$ cat src/rtl/hls_ctrl_master.sv
// hls_ctrl_master: AXI4-Lite initiator that writes ap_start to the HLS control register and polls for ap_done.
module hls_ctrl_master #(
  parameter int C_S_AXI_CONFIG_ADDR_WIDTH = 5,
  parameter int C_S_AXI_CONFIG_DATA_WIDTH = 32,
  parameter int C_S_AXI_CONFIG_WSTRB_WIDTH = C_S_AXI_CONFIG_DATA_WIDTH / 8,
  parameter logic [C_S_AXI_CONFIG_ADDR_WIDTH-1:0] CTRL_ADDR = '0,
  parameter int POLL_GAP = 4,
  parameter logic [15:0] TIMEOUT = 16'hFFFF
) (
  input  logic                                  ap_clk,
  input  logic                                  ap_rst_n,
  input  logic                                  start,
  output logic                                  busy,
  output logic                                  done,
  output logic                                  error,
  output logic [1:0]                            err_code,
  output logic [15:0]                           poll_cnt,
  output logic                                  m_axi_config_AWVALID,
  input  logic                                  m_axi_config_AWREADY,
  output logic [C_S_AXI_CONFIG_ADDR_WIDTH-1:0]  m_axi_config_AWADDR,
  output logic                                  m_axi_config_WVALID,
  input  logic                                  m_axi_config_WREADY,
  output logic [C_S_AXI_CONFIG_DATA_WIDTH-1:0]  m_axi_config_WDATA,
  output logic [C_S_AXI_CONFIG_WSTRB_WIDTH-1:0] m_axi_config_WSTRB,
  input  logic                                  m_axi_config_BVALID,
  output logic                                  m_axi_config_BREADY,
  input  logic [1:0]                            m_axi_config_BRESP,
  output logic                                  m_axi_config_ARVALID,
  input  logic                                  m_axi_config_ARREADY,
  output logic [C_S_AXI_CONFIG_ADDR_WIDTH-1:0]  m_axi_config_ARADDR,
  input  logic                                  m_axi_config_RVALID,
  output logic                                  m_axi_config_RREADY,
  input  logic [C_S_AXI_CONFIG_DATA_WIDTH-1:0]  m_axi_config_RDATA,
  input  logic [1:0]                            m_axi_config_RRESP
);
  typedef enum logic [2:0] {IDLE, WR, WRESP, RD_A, RD_D, GAP} state_t;
  state_t state, state_n;
  logic aw_n, w_n, b_n, ar_n, r_n, busy_n, done_n, err_n, to;
  logic [1:0] code_n;
  logic [15:0] poll_n, tcnt, tcnt_n, gcnt, gcnt_n;
  logic unused_rdata;
  assign unused_rdata = ^{m_axi_config_RDATA[C_S_AXI_CONFIG_DATA_WIDTH-1:2], m_axi_config_RDATA[0]};
  assign to = tcnt == TIMEOUT;
  always_comb begin
    state_n = state;
    aw_n = m_axi_config_AWVALID;
    w_n = m_axi_config_WVALID;
    b_n = 1'b0;
    ar_n = 1'b0;
    r_n = 1'b0;
    busy_n = busy;
    done_n = 1'b0;
    err_n = 1'b0;
    code_n = err_code;
    poll_n = poll_cnt;
    gcnt_n = gcnt;
    // saturates so a timeout reached inside WR/RD_A is still seen once the handshake completes
    tcnt_n = (state == IDLE || to) ? tcnt : tcnt + 16'd1;
    case (state)
      IDLE: if (start) begin
        state_n = WR;
        aw_n = 1'b1;
        w_n = 1'b1;
        busy_n = 1'b1;
        poll_n = '0;
        tcnt_n = '0;
      end
      WR: begin
        aw_n = m_axi_config_AWVALID & ~m_axi_config_AWREADY;
        w_n = m_axi_config_WVALID & ~m_axi_config_WREADY;
        if (!aw_n && !w_n) begin
          state_n = WRESP;
          b_n = 1'b1;
        end
      end
      WRESP: if (m_axi_config_BVALID && m_axi_config_BRESP != 2'b00) begin
        err_n = 1'b1;
        code_n = 2'd1;
      end else if (m_axi_config_BVALID) begin
        state_n = RD_A;
        ar_n = 1'b1;
      end else if (to) begin
        err_n = 1'b1;
        code_n = 2'd3;
      end else b_n = 1'b1;
      RD_A: if (m_axi_config_ARREADY) begin
        state_n = RD_D;
        r_n = 1'b1;
      end else ar_n = 1'b1;
      RD_D: if (m_axi_config_RVALID) begin
        poll_n = (&poll_cnt) ? poll_cnt : poll_cnt + 16'd1;
        if (m_axi_config_RRESP != 2'b00) begin
          err_n = 1'b1;
          code_n = 2'd2;
        end else if (m_axi_config_RDATA[1]) done_n = 1'b1;
        else begin
          state_n = GAP;
          gcnt_n = '0;
        end
      end else if (to) begin
        err_n = 1'b1;
        code_n = 2'd3;
      end else r_n = 1'b1;
      GAP: if (to) begin
        err_n = 1'b1;
        code_n = 2'd3;
      end else if (gcnt == 16'(POLL_GAP - 1)) begin
        state_n = RD_A;
        ar_n = 1'b1;
      end else gcnt_n = gcnt + 16'd1;
      default: state_n = IDLE;
    endcase
    if (done_n || err_n) begin
      state_n = IDLE;
      busy_n = 1'b0;
    end
  end
  always_ff @(posedge ap_clk) begin
    if (!ap_rst_n) begin
      state <= IDLE;
      tcnt <= '0;
      gcnt <= '0;
      busy <= 1'b0;
      done <= 1'b0;
      error <= 1'b0;
      err_code <= '0;
      poll_cnt <= '0;
      m_axi_config_AWVALID <= 1'b0;
      m_axi_config_WVALID <= 1'b0;
      m_axi_config_BREADY <= 1'b0;
      m_axi_config_ARVALID <= 1'b0;
      m_axi_config_RREADY <= 1'b0;
      m_axi_config_AWADDR <= '0;
      m_axi_config_ARADDR <= '0;
      m_axi_config_WDATA <= '0;
      m_axi_config_WSTRB <= '0;
    end else begin
      state <= state_n;
      tcnt <= tcnt_n;
      gcnt <= gcnt_n;
      busy <= busy_n;
      done <= done_n;
      error <= err_n;
      err_code <= code_n;
      poll_cnt <= poll_n;
      m_axi_config_AWVALID <= aw_n;
      m_axi_config_WVALID <= w_n;
      m_axi_config_BREADY <= b_n;
      m_axi_config_ARVALID <= ar_n;
      m_axi_config_RREADY <= r_n;
      if (state == IDLE && start) begin
        m_axi_config_AWADDR <= CTRL_ADDR;
        m_axi_config_ARADDR <= CTRL_ADDR;
        m_axi_config_WDATA <= C_S_AXI_CONFIG_DATA_WIDTH'(1);
        m_axi_config_WSTRB <= '1;
      end
    end
  end
endmodule

$ cat config.mk
export PLATFORM = sky130hd
export DESIGN_NAME = hls_ctrl_master
export DESIGN_NICKNAME = d
export VERILOG_FILES = /design/src/rtl/hls_ctrl_master.sv
export SDC_FILE = /design/constraint.sdc
export NUM_CORES = 1
export LEC_CHECK = 0
export BUFFER_PORTS_ARGS = -buffer_cell sky130_fd_sc_hd__buf_4
export CAP_MARGIN = 40
export CORE_MARGIN = 2
export CORE_UTILIZATION = 50
export CTS_CLUSTER_SIZE = 16
export DETAILED_ROUTE_END_ITERATION = 12
export PLACE_DENSITY = 0.79
export SETUP_SLACK_MARGIN = 0.2
export SYNTH_ARGS = -nofsm -noshare
export SYNTH_HDL_FRONTEND = slang
export SYNTH_SLANG_ARGS = --single-unit
$ cat constraint.sdc
create_clock -name ap_clk -period 3.6 [get_ports ap_clk]
set_input_delay 0.36 -clock ap_clk [delete_from_list [all_inputs] [get_ports ap_clk]]
set_output_delay 0.36 -clock ap_clk [all_outputs]
set_load 0.03 [all_outputs]
==> impl_metrics.tcl <==
set metrics [dict create \
    power.share.switching 0.3294 \
    wl_microns 7789 \
    cpMaxStageDelayCell "dfxtp_1" \
    grt.overflow.total 0 \
    synth.area.mux_share 0.02063 \
    end_kind "flip-flop" \
    cpPeakStageDelay_ps 610 \
    initial_utilization 0.5179 \
    cts-hold-fix-buffers 0 \
    p_seq_frac 0.398 \
    syn_area_sq_um 3518 \
    cp_max_fo 24 \
    finalHoldViolCount 0 \
    dp.cells 549 \
    power_frac_clock 0.357 \
    post-synth-top-area-cell "dfxtp_1" \
    fmax_ghz 0.4119 \
    synth_top_area_share 0.3528 \
    synth_edf_count 0 \
    ys_seq_area_frac 0.3528 \
    cp.required_ps 3870 \
    cts_setup_buffers 0 \
    pwr-share-comb 0.245 \
    cts-root-buf "clkbuf_8" \
    worstSetupPathType "flip-flop to flip-flop" \
    outcome "finished, final reports clean" \
    globalplace.congestion 0.8741 \
    final_cell_mix "dfxtp_1 (62), buf_4 (47), nor2_1 (45)" \
    synth_xor_area_frac 0.06223 \
    p_int_mw 1.336 \
    start_kind "flip-flop" \
    synthCells 429 \
    antenna_found_initial 0 \
    synth_simple_gate_area_share 0.2799 \
    crit_chain "or3b_1, or2_4, o22a_4, or4_1, a21oi_1" \
    synthToLayoutAreaGrowth_pct 12.38 \
    core-area_sq_um 6794 \
    hpwlAfterDp_microns 5562 \
    power_density_nw_per_um2 503.9 \
    rows 30 \
    tightest_slew_ps 802.6 \
    grt_pass1_vias 2793 \
    p_switching_uw 656.3 \
    final_max_slew_viol_count 0 \
    crit_arrival_ps 2700 \
    synth_top_family_by_area "simple AND/OR/NAND/NOR gates" \
    fin_nets 511 \
    detail-route-antenna-nets 0 \
    finalSetupTns_ps 0 \
    vdd_ir_drop_max_mv 0.3742 \
    hold_path_class "input pin to flip-flop" \
    finalSetupViolations 0 \
    die-area_sq_um 7724 \
    synth_compound_area_frac 0.1412 \
    cts_tree "built" \
    grt_pass1_wl_microns 12740 \
    die_height_microns 87.89 \
    cts_resized 0 \
    clock-sinks 62 \
    place_ws_ps 1191 \
    drc_errors 0 \
    avgSynthCellArea_sq_um 8.201 \
    numCtsBuffers 9 \
    slew_headroom 0.4605 \
    finClkSkew_ps 10.66 \
    vias 3098 \
    maxCapViolations 0 \
    htree_num_levels 3 \
    synthTopCellsByArea "dfxtp_1 (35%), buf_4 (9.6%), xnor2_1 (5.7%), nor2_1 (4.8%), a21oi_1 (3.7%)" \
    insertion_delay_ps 340 \
    ys_types 58 \
    io_pins 116 \
    synthArstFlopShare 0 \
    die_w_microns 87.89 \
    drt-initial-drc-count 123 \
    synth-seq-cells 62 \
    clk_path_buf_depth 2 \
    grt_usage 0.2076 \
    period_needed_ps 2428 \
    io_buffers 43 \
    yosys_warnings 0 \
    synth_top_flop_cell "dfxtp_1" \
    diodes 0 \
    fin_cells 565 \
    first_pass_iters 4 \
    mostFrequentLayoutCell "dfxtp_1" \
    rsz0062_at_grt "false" \
    synthAdderAreaFrac 0.01067 \
    finalWorstSetupSlack_ps 1172 \
    fin_crit_sh 0.6744 \
    final_core_util 0.5820 \
    drive_above_1_share 0.1599 \
    grt_start_max_net_pins 25 \
    wl_per_cell_microns 13.79 \
    whs_ps 292.7 \
    clkTransAtPathRegs_ps 70 \
    total_leakage_power_nw 1.445 \
    vias_per_cell 5.483 \
]
-- through the flow --
stage               power, mW  instance area, sq um
detailed placement      1.292                  3720
CTS                     2.004                  3954
floorplan               1.198                  3669
global route            2.090                  3954
global placement        1.284                  3720
finish                  1.992                  3954
-- path summary, 6_finish.rpt --
kind                                    start                          endpoint  slack [ps]  depth (start not counted)
max                     state[2]$_SDFFE_PP0P_              gcnt[5]$_SDFFE_PN0P_        1170                          5
min                       m_axi_config_WREADY  m_axi_config_WVALID$_SDFFE_PN0P_         290                          4
max reg2reg             state[2]$_SDFFE_PP0P_              gcnt[5]$_SDFFE_PN0P_        1170                          5
min reg2reg  m_axi_config_WVALID$_SDFFE_PN0P_  m_axi_config_WVALID$_SDFFE_PN0P_         470                          2
-- power groups by stage --
stage	logic, mW	registers (mW)	clock network, mW
after floorplan	0.369	0.829	0
after global placement	0.478	0.805	0
after detailed placement	0.484	0.808	0
after CTS	0.488	0.794	0.723
after global routing	0.532	0.803	0.755
final	0.488	0.793	0.711
-- critical path: cells and delay by family (launching register included) --
kind             cells  cell delay (ps)
flip-flops           1              610
AO/OA/AOI/OAI        2              470
AND/OR/NAND/NOR      3             1280
-- layer usage --
layer / vias up / track usage / share of wire
li1: 1534 / - / -
met1: 1484 / 0.2388 / 0.42
met2: 70 / 0.3671 / 0.53
met3: 10 / 0.06032 / 0.046
met4: 0 / 0.07133 / 0.010
met5: - / 0 / 0
-- logic make-up after synthesis --
| kind of cell | Yosys count |
|---|---|
| AOI/OAI and AO/OA | 75 |
| xor gates and xnor gates | 25 |
| adders and majority gates | 3 |
| buffers and inverters | 74 |
| DFF | 62 |
| muxes | 7 |
| other | 1 |
| and+or+nand+nor | 182 |
-- registers in the layout (all words and copies together), names as in the netlist --
| register | cells |
|---|---|
| busy | 1 |
| done | 1 |
| err_code | 2 |
| error | 1 |
| gcnt | 16 |
| m_axi_config_ARVALID | 1 |
| m_axi_config_AWVALID | 1 |
| m_axi_config_BREADY | 1 |
| m_axi_config_RREADY | 1 |
| m_axi_config_WDATA | 1 |
| m_axi_config_WVALID | 1 |
| poll_cnt | 16 |
| state | 3 |
| tcnt | 16 |
-- cells in the mapped netlist, drive strengths merged (4+ instances only) --
cell    number
nand3       17
a21oi       26
a211oi       5
mux2i        5
buf         50
o21ai        9
nand2       30
o31ai        9
nand4       16
nor4         9
nor3        14
inv         11
and3         7
and4         8
nor3b        4
a31oi        6
and2         4
nor4b        5
or2          4
nor2        45
xnor2       23
or4          8
clkbuf      12
dfxtp       62
-- layout make-up --
cell class,instances,area (sq um)
fill,622,2840
inverter,11,41.29
sequential,62,1241
clock inverter,3,65.06
multi-input combinational,333,1964
tap,96,120.1
clock buffer,13,168.9
timing repair buffer,47,352.8
No activity file was read; power rests on OpenSTA's default activity.
